**config.mk**
```make
export PLATFORM = sky130hd
export DESIGN_NAME = pipe_front_ctrl
export DESIGN_NICKNAME = d
export VERILOG_FILES = /design/src/rtl/pipe_pkg.sv /design/src/rtl/pipe_perf_cnt.sv /design/src/rtl/pipe_front_ctrl.sv
export SDC_FILE = /design/constraint.sdc
export NUM_CORES = 1
export LEC_CHECK = 0
export ABC_AREA = 1
export ABC_CLOCK_PERIOD_IN_PS = 1430
export CORE_ASPECT_RATIO = 1.25
export CORE_MARGIN = 2
export CORE_UTILIZATION = 38
export DETAILED_ROUTE_END_ITERATION = 10
export GPL_ROUTABILITY_DRIVEN = 0
export PLACE_DENSITY_LB_ADDON = 0.08
export REMOVE_ABC_BUFFERS = 1
export SETUP_SLACK_MARGIN = 0.3
export SLEW_MARGIN = 10
export SYNTH_ARGS = -nofsm -noshare
export SYNTH_HDL_FRONTEND = slang
export SYNTH_SLANG_ARGS = --single-unit
```
**constraint.sdc**
```tcl
create_clock -name clk -period 1.43 [get_ports clk]
set_clock_uncertainty 0.2 [all_clocks]
set_input_delay 0.2145 -clock clk [delete_from_list [all_inputs] [get_ports clk]]
set_output_delay 0.2145 -clock clk [all_outputs]
set_load 0.01 [all_outputs]
```
**src/rtl/pipe_pkg.sv**
```systemverilog
// Shared types and defaults for the front-end pipeline sequencer.
package pipe_pkg;

    typedef enum logic [1:0] {
        FETCH = 2'd0,
        WAIT  = 2'd1,
        DROP  = 2'd2
    } fetch_state_e;

    localparam logic [31:0] NOP_INSTR    = 32'h0000_0000;
    localparam int unsigned RESET_PC_DEF = 0;
    localparam int unsigned CTRL_W_DEF   = 9;
    localparam int unsigned CNT_W        = 32;

    function automatic logic [CNT_W-1:0] sat_inc(input logic [CNT_W-1:0] v, input logic en);
        if (en && (v != {CNT_W{1'b1}})) begin
            return v + CNT_W'(1);
        end
        return v;
    endfunction

endpackage

```
**src/rtl/pipe_perf_cnt.sv**
```systemverilog
// Saturating stall-cycle and flush counters for the front-end sequencer.
module pipe_perf_cnt
    import pipe_pkg::*;
(
    input  logic             clk,
    input  logic             rst_n,
    input  logic             stall_evt,
    input  logic             flush_evt,
    output logic [CNT_W-1:0] stall_cycles,
    output logic [CNT_W-1:0] flush_count
);

    logic [CNT_W-1:0] stall_q, stall_d;
    logic [CNT_W-1:0] flush_q, flush_d;

    always_comb begin
        stall_d = sat_inc(stall_q, stall_evt);
        flush_d = sat_inc(flush_q, flush_evt);
    end

    always_ff @(posedge clk or negedge rst_n) begin
        if (!rst_n) begin
            stall_q <= '0;
            flush_q <= '0;
        end else begin
            stall_q <= stall_d;
            flush_q <= flush_d;
        end
    end

    assign stall_cycles = stall_q;
    assign flush_count  = flush_q;

endmodule

```
**src/rtl/pipe_front_ctrl.sv**
```systemverilog
// PC, IF/ID and ID/EX-control sequencing with a variable-latency fetch FSM.
// Performance counters are built only when PIPE_PERF_CNT_EN is defined.
module pipe_front_ctrl
    import pipe_pkg::*;
#(
    parameter int unsigned       ADDR_W   = 32,
    parameter int unsigned       INSTR_W  = 32,
    parameter int unsigned       CTRL_W   = CTRL_W_DEF,
    parameter logic [ADDR_W-1:0] RESET_PC = ADDR_W'(RESET_PC_DEF)
) (
    input  logic               clk,
    input  logic               rst_n,
    input  logic               pc_write,
    input  logic               ifid_write,
    input  logic               bubble_req,
    input  logic               branch_taken,
    input  logic [ADDR_W-1:0]  branch_target,
    input  logic [INSTR_W-1:0] imem_rdata,
    input  logic               imem_valid,
    input  logic [CTRL_W-1:0]  id_ctrl,
    output logic [ADDR_W-1:0]  pc,
    output logic               imem_req,
    output logic [INSTR_W-1:0] ifid_instr,
    output logic [ADDR_W-1:0]  ifid_pc4,
    output logic               ifid_valid,
    output logic [CTRL_W-1:0]  idex_ctrl,
    output logic [31:0]        stall_cycles,
    output logic [31:0]        flush_count
);

    fetch_state_e       state_q, state_d;
    logic [ADDR_W-1:0]  pc_q, pc_d;
    logic [INSTR_W-1:0] ifid_instr_q, ifid_instr_d;
    logic [ADDR_W-1:0]  ifid_pc4_q, ifid_pc4_d;
    logic               ifid_valid_q, ifid_valid_d;
    logic [CTRL_W-1:0]  idex_ctrl_q, idex_ctrl_d;

    logic [ADDR_W-1:0]  pc_plus4;
    logic               ld_beat;
    logic               ld_nop;

    assign pc_plus4 = pc_q + ADDR_W'(4);

    always_comb begin
        state_d      = state_q;
        pc_d         = pc_q;
        ld_beat      = 1'b0;
        ld_nop       = 1'b0;
        imem_req     = (state_q != DROP);
        idex_ctrl_d  = (bubble_req || !ifid_valid_q) ? '0 : id_ctrl;

        if (branch_taken) begin
            pc_d        = branch_target;
            ld_nop      = 1'b1;
            idex_ctrl_d = '0;
            // A request still outstanding from WAIT/DROP will return a stale beat.
            state_d     = (state_q == FETCH) ? FETCH : DROP;
        end else begin
            unique case (state_q)
                FETCH, WAIT: begin
                    if (imem_valid) begin
                        state_d = FETCH;
                        if (pc_write) begin
                            pc_d    = pc_plus4;
                            ld_beat = ifid_write;
                        end else begin
                            ld_nop  = ifid_write;
                        end
                    end else begin
                        state_d = WAIT;
                        ld_nop  = ifid_write;
                    end
                end
                DROP: begin
                    if (imem_valid) begin
                        state_d = FETCH;
                    end
                    ld_nop = ifid_write;
                end
                default: state_d = FETCH;
            endcase
        end

        ifid_instr_d = ifid_instr_q;
        ifid_pc4_d   = ifid_pc4_q;
        ifid_valid_d = ifid_valid_q;
        if (ld_nop) begin
            ifid_instr_d = INSTR_W'(NOP_INSTR);
            ifid_pc4_d   = '0;
            ifid_valid_d = 1'b0;
        end else if (ld_beat) begin
            ifid_instr_d = imem_rdata;
            ifid_pc4_d   = pc_plus4;
            ifid_valid_d = 1'b1;
        end
    end

    always_ff @(posedge clk or negedge rst_n) begin
        if (!rst_n) begin
            state_q      <= FETCH;
            pc_q         <= RESET_PC;
            ifid_instr_q <= '0;
            ifid_pc4_q   <= '0;
            ifid_valid_q <= 1'b0;
            idex_ctrl_q  <= '0;
        end else begin
            state_q      <= state_d;
            pc_q         <= pc_d;
            ifid_instr_q <= ifid_instr_d;
            ifid_pc4_q   <= ifid_pc4_d;
            ifid_valid_q <= ifid_valid_d;
            idex_ctrl_q  <= idex_ctrl_d;
        end
    end

    assign pc         = pc_q;
    assign ifid_instr = ifid_instr_q;
    assign ifid_pc4   = ifid_pc4_q;
    assign ifid_valid = ifid_valid_q;
    assign idex_ctrl  = idex_ctrl_q;

`ifdef PIPE_PERF_CNT_EN
    pipe_perf_cnt u_perf_cnt (
        .clk          (clk),
        .rst_n        (rst_n),
        .stall_evt    (!pc_write || (state_q == WAIT)),
        .flush_evt    (branch_taken),
        .stall_cycles (stall_cycles),
        .flush_count  (flush_count)
    );
`else
    assign stall_cycles = '0;
    assign flush_count  = '0;
`endif

endmodule

```
==> flow_summary_export.csv <==
group,metric,value,unit
worst_setup_path,path_class,"register to register",
worst_setup_path,worstPathMaxFanout,5,
placement,hpwl,11.87,mm
status,violations,"setup timing",
global_route,grt.overflow.total,0,
routing,post_drt_via_cell_ratio,4.683,
sta,fmax,0.5665,GHz
clock_tree,htreeDepth,3,
layout,fin_util,72.13,%
synthesis,yosysSeqAreaShare,49.02,%
clock_tree,clock_latency,0.35,ns
synthesis,synth_edf_count,0,
worst_setup_path,cp.required,1.47,ns
min_path,hold_class,"primary input to async pin",
global_route,grt_pass1_wl,28.49,mm
placement,dpl_cell_area,0.007868,mm2
floorplanning,start_util,38.59,%
worst_setup_path,end_kind,"register",
global_route,grt_pass1_vias,5606,
worst_setup_path,rr_startpoint,"pc[3]$_DFFE_PN0P_",
floorplanning,die_h,138.7,um
worst_setup_path,startpoint_type,"register",
synthesis,yosys_register_bits,108,
worst_setup_path,r2r_cells,10,
synthesis,synthCells,715,
global_route,grt_usage,23.00,%
layout,finalNetCount,1180,
layout,ff_latch_area,0.002710,mm2
floorplanning,dieWidth,111.7,um
routing,route.met3.wl,1.210,mm
layout,stdcell_count,1282,
floorplanning,core.rowCount,49,
synthesis,syn_area,0.005513,mm2
synthesis,synth_common_cells,"nand2_1, dfrtp_1, buf_4",
power,peakVddDrop,0.5940,mV
sta,fin_crit_sh,123.4,%
global_route,antenna_found_initial,0,
worst_setup_path,r2r_setup_slack,-0.34,ns
placement,pre_cts_ws,-0.5045,ns
layout,drive_gt1_share,47.74,%
power,leakage,5.723,nW
synthesis,ys_types,30,
routing,met2RoutedLength,10.86,mm
routing,ant_nets,0,
routing,drt_iter0_drc,331,
layout,multi_input_area,0.003133,mm2
clock_tree,cts_tree,"done",
worst_setup_path,cp_data_arrival_time,1.80,ns
floorplanning,io_pins,251,
clock_tree,cts-buffers-inserted,9,
synthesis,synth.avg_cell_area,7.710,um2
sta,min_period,1.765,ns
clock_tree,clkTransAtPathRegs,0.08,ns
synthesis,synthTopCellsByArea,"dfrtp_1, nand2_1, buf_4, nand3_1, inv_1",
clock_tree,clock-root-buffer,"clkbuf_16",
power,powerDensity,835.1,mW/mm2
routing,wl,20.41,mm
routing,drc,0,
sta,rsz0062_at_grt,"yes",
synthesis,yosysWarnings,0,
routing,drt-met1-wl,7.955,mm
sta,finalSetupViolCount,114,
layout,area_growth_syn_to_layout,86.90,%
synthesis,synth.most_common_cell,"nand2_1",
routing,via_count,6004,
status,status,"finished, violations left",
synthesis,netlist.area_leader.share,49.02,%
routing,wl_per_cell,15.92,um
layout,num_antenna_cells,0,
layout,num-fill-cells,1054,
sta,whs,0.04997,ns
routing,maxUsedRoutingLayer,"met4",
synthesis,async_flop_share,100.0,%
sta,setup_slack,-0.3352,ns
layout,fin_area,0.01030,mm2
sta,finalHoldViolCount,0,
sta,slew_violations,0,
synthesis,synth_top_area_cell,"dfrtp_1",
placement,port-buffer-count,186,
floorplanning,die_area,0.01549,mm2
placement,dp.cells,1128,
clock_tree,cts_sinks,108,
synthesis,yosys_most_used_dff,"dfrtp_1",
global_route,grt_max_degree,41,
run,maxCapViolations,0,
routing,dr.pass1.iters,5,
floorplanning,core,0.01429,mm2
clock_tree,clockBufferDepth,2,
worst_setup_path,r2r_end,"pc[22]$_DFFE_PN0P_",
[critical path, stage by stage, from the launching register on]
cell,delay [ns]
dfrtp_1,0.35
ha_2,0.19
nand2_2,0.07
nor2_4,0.16
nand2_4,0.12
nor2_4,0.22
nand2_1,0.08
nand2_1,0.09
nand2_2,0.06
nand2_1,0.06
nand3_1,0.06
[placed cells by master (no fill, tap or decap), drive strengths merged]
cell           netlist  routed
clkdlybuf4s50        0      74
conb                 1      64
o21ai               22      22
o221ai               2       2
nand2              318     318
and3                 1       1
a21oi                2       2
clkinv               0       2
xor2                 9       9
bufinv               0       1
o211ai               5       5
dlymetal6s2s         0       2
and2                 3       3
xnor2                1       1
ha                   1       1
a22o                 1       1
or2                  1       1
nand3               50      50
nand3b               3       3
dfrtp              108     108
nor3                 1       1
clkbuf              12      15
buf                 74     313
nor2                52      52
nand4                1       1
dlygate4sd3          0       1
dlygate4sd2          0       2
inv                 47      49
[flip-flops by register name, summed over array words and instances, names as in the netlist]
signal / count
ifid_instr: 32
idex_ctrl: 9
ifid_pc4: 32
pc: 32
state_q: 2
ifid_valid: 1
[what timing repair did]
item                                    4_1_cts  5_1_grt
resized for setup                           609      205
setup buffers                                63       61
endpoints found under the setup margin      213      202
gates cloned                                  8        5
hold buffers                                  1        0
hold endpoints to repair                    108        0
pin swaps                                    41       67
[routing by layer]
| layer | up-vias | global-route usage, % |
|---|---|---|
| met2 | 215 | 40.06 |
| met5 | - | 0 |
| met4 | 0 | 6.433 |
| li1 | 2844 | - |
| met1 | 2919 | 29.41 |
| met3 | 26 | 4.065 |
[through the flow]
stage	total power [W]	TNS (ns)
after floorplan	0.003956	-135.23
after global placement	0.005025	-40.43
after detailed placement	0.005044	-44.77
after CTS	0.008103	-17.07
after global routing	0.008951	-29.46
final	0.008605	-23.86
[worst max path at each step]
stage	slack (ns)	startpoint	cells past startpoint	end
final	-0.34	pc[3]$_DFFE_PN0P_	10	pc[22]$_DFFE_PN0P_
after floorplan	-1.83	state_q[1]$_DFFE_PN0P_	6	ifid_pc4[11]$_DFFE_PN0P_
after global routing	-0.44	pc[3]$_DFFE_PN0P_	10	ifid_pc4[22]$_DFFE_PN0P_
after global placement	-0.43	imem_valid	8	ifid_pc4[21]$_DFFE_PN0P_
after CTS	-0.26	pc[2]$_DFFE_PN0P_	10	pc[26]$_DFFE_PN0P_
after detailed placement	-0.50	imem_valid	7	ifid_pc4[7]$_DFFE_PN0P_
[cell type report]
| type | instances | area share [%] |
|---|---|---|
| repair buffers | 396 | 36.36 |
| well taps | 178 | 2.162 |
| clock inverters | 5 | 0.6557 |
| clock buffers | 11 | 2.356 |
| inverters | 47 | 1.761 |
| multi-input cells | 537 | 30.41 |
| flip-flops and latches | 108 | 26.30 |
[power by group]
group,internal (W),switching (W),total (W),leakage [nW]
registers,0.00321,0.000139,0.00335,1.44
clock network,0.00143,0.00120,0.00264,0.152
logic,0.00140,0.00122,0.00262,4.14
total,0.00605,0.00255,0.00860,5.72
[kinds of logic after synthesis]
kind of cell,after synthesis,share of synthesized area [%]
other cells,1,0.06802
simple gates,430,31.87
compound gates,32,3.336
flops,108,49.02
buf+inv,133,13.89
xor+xnor,10,1.589
fa+ha+maj,1,0.2269
Power figures use the tool's default switching activity.
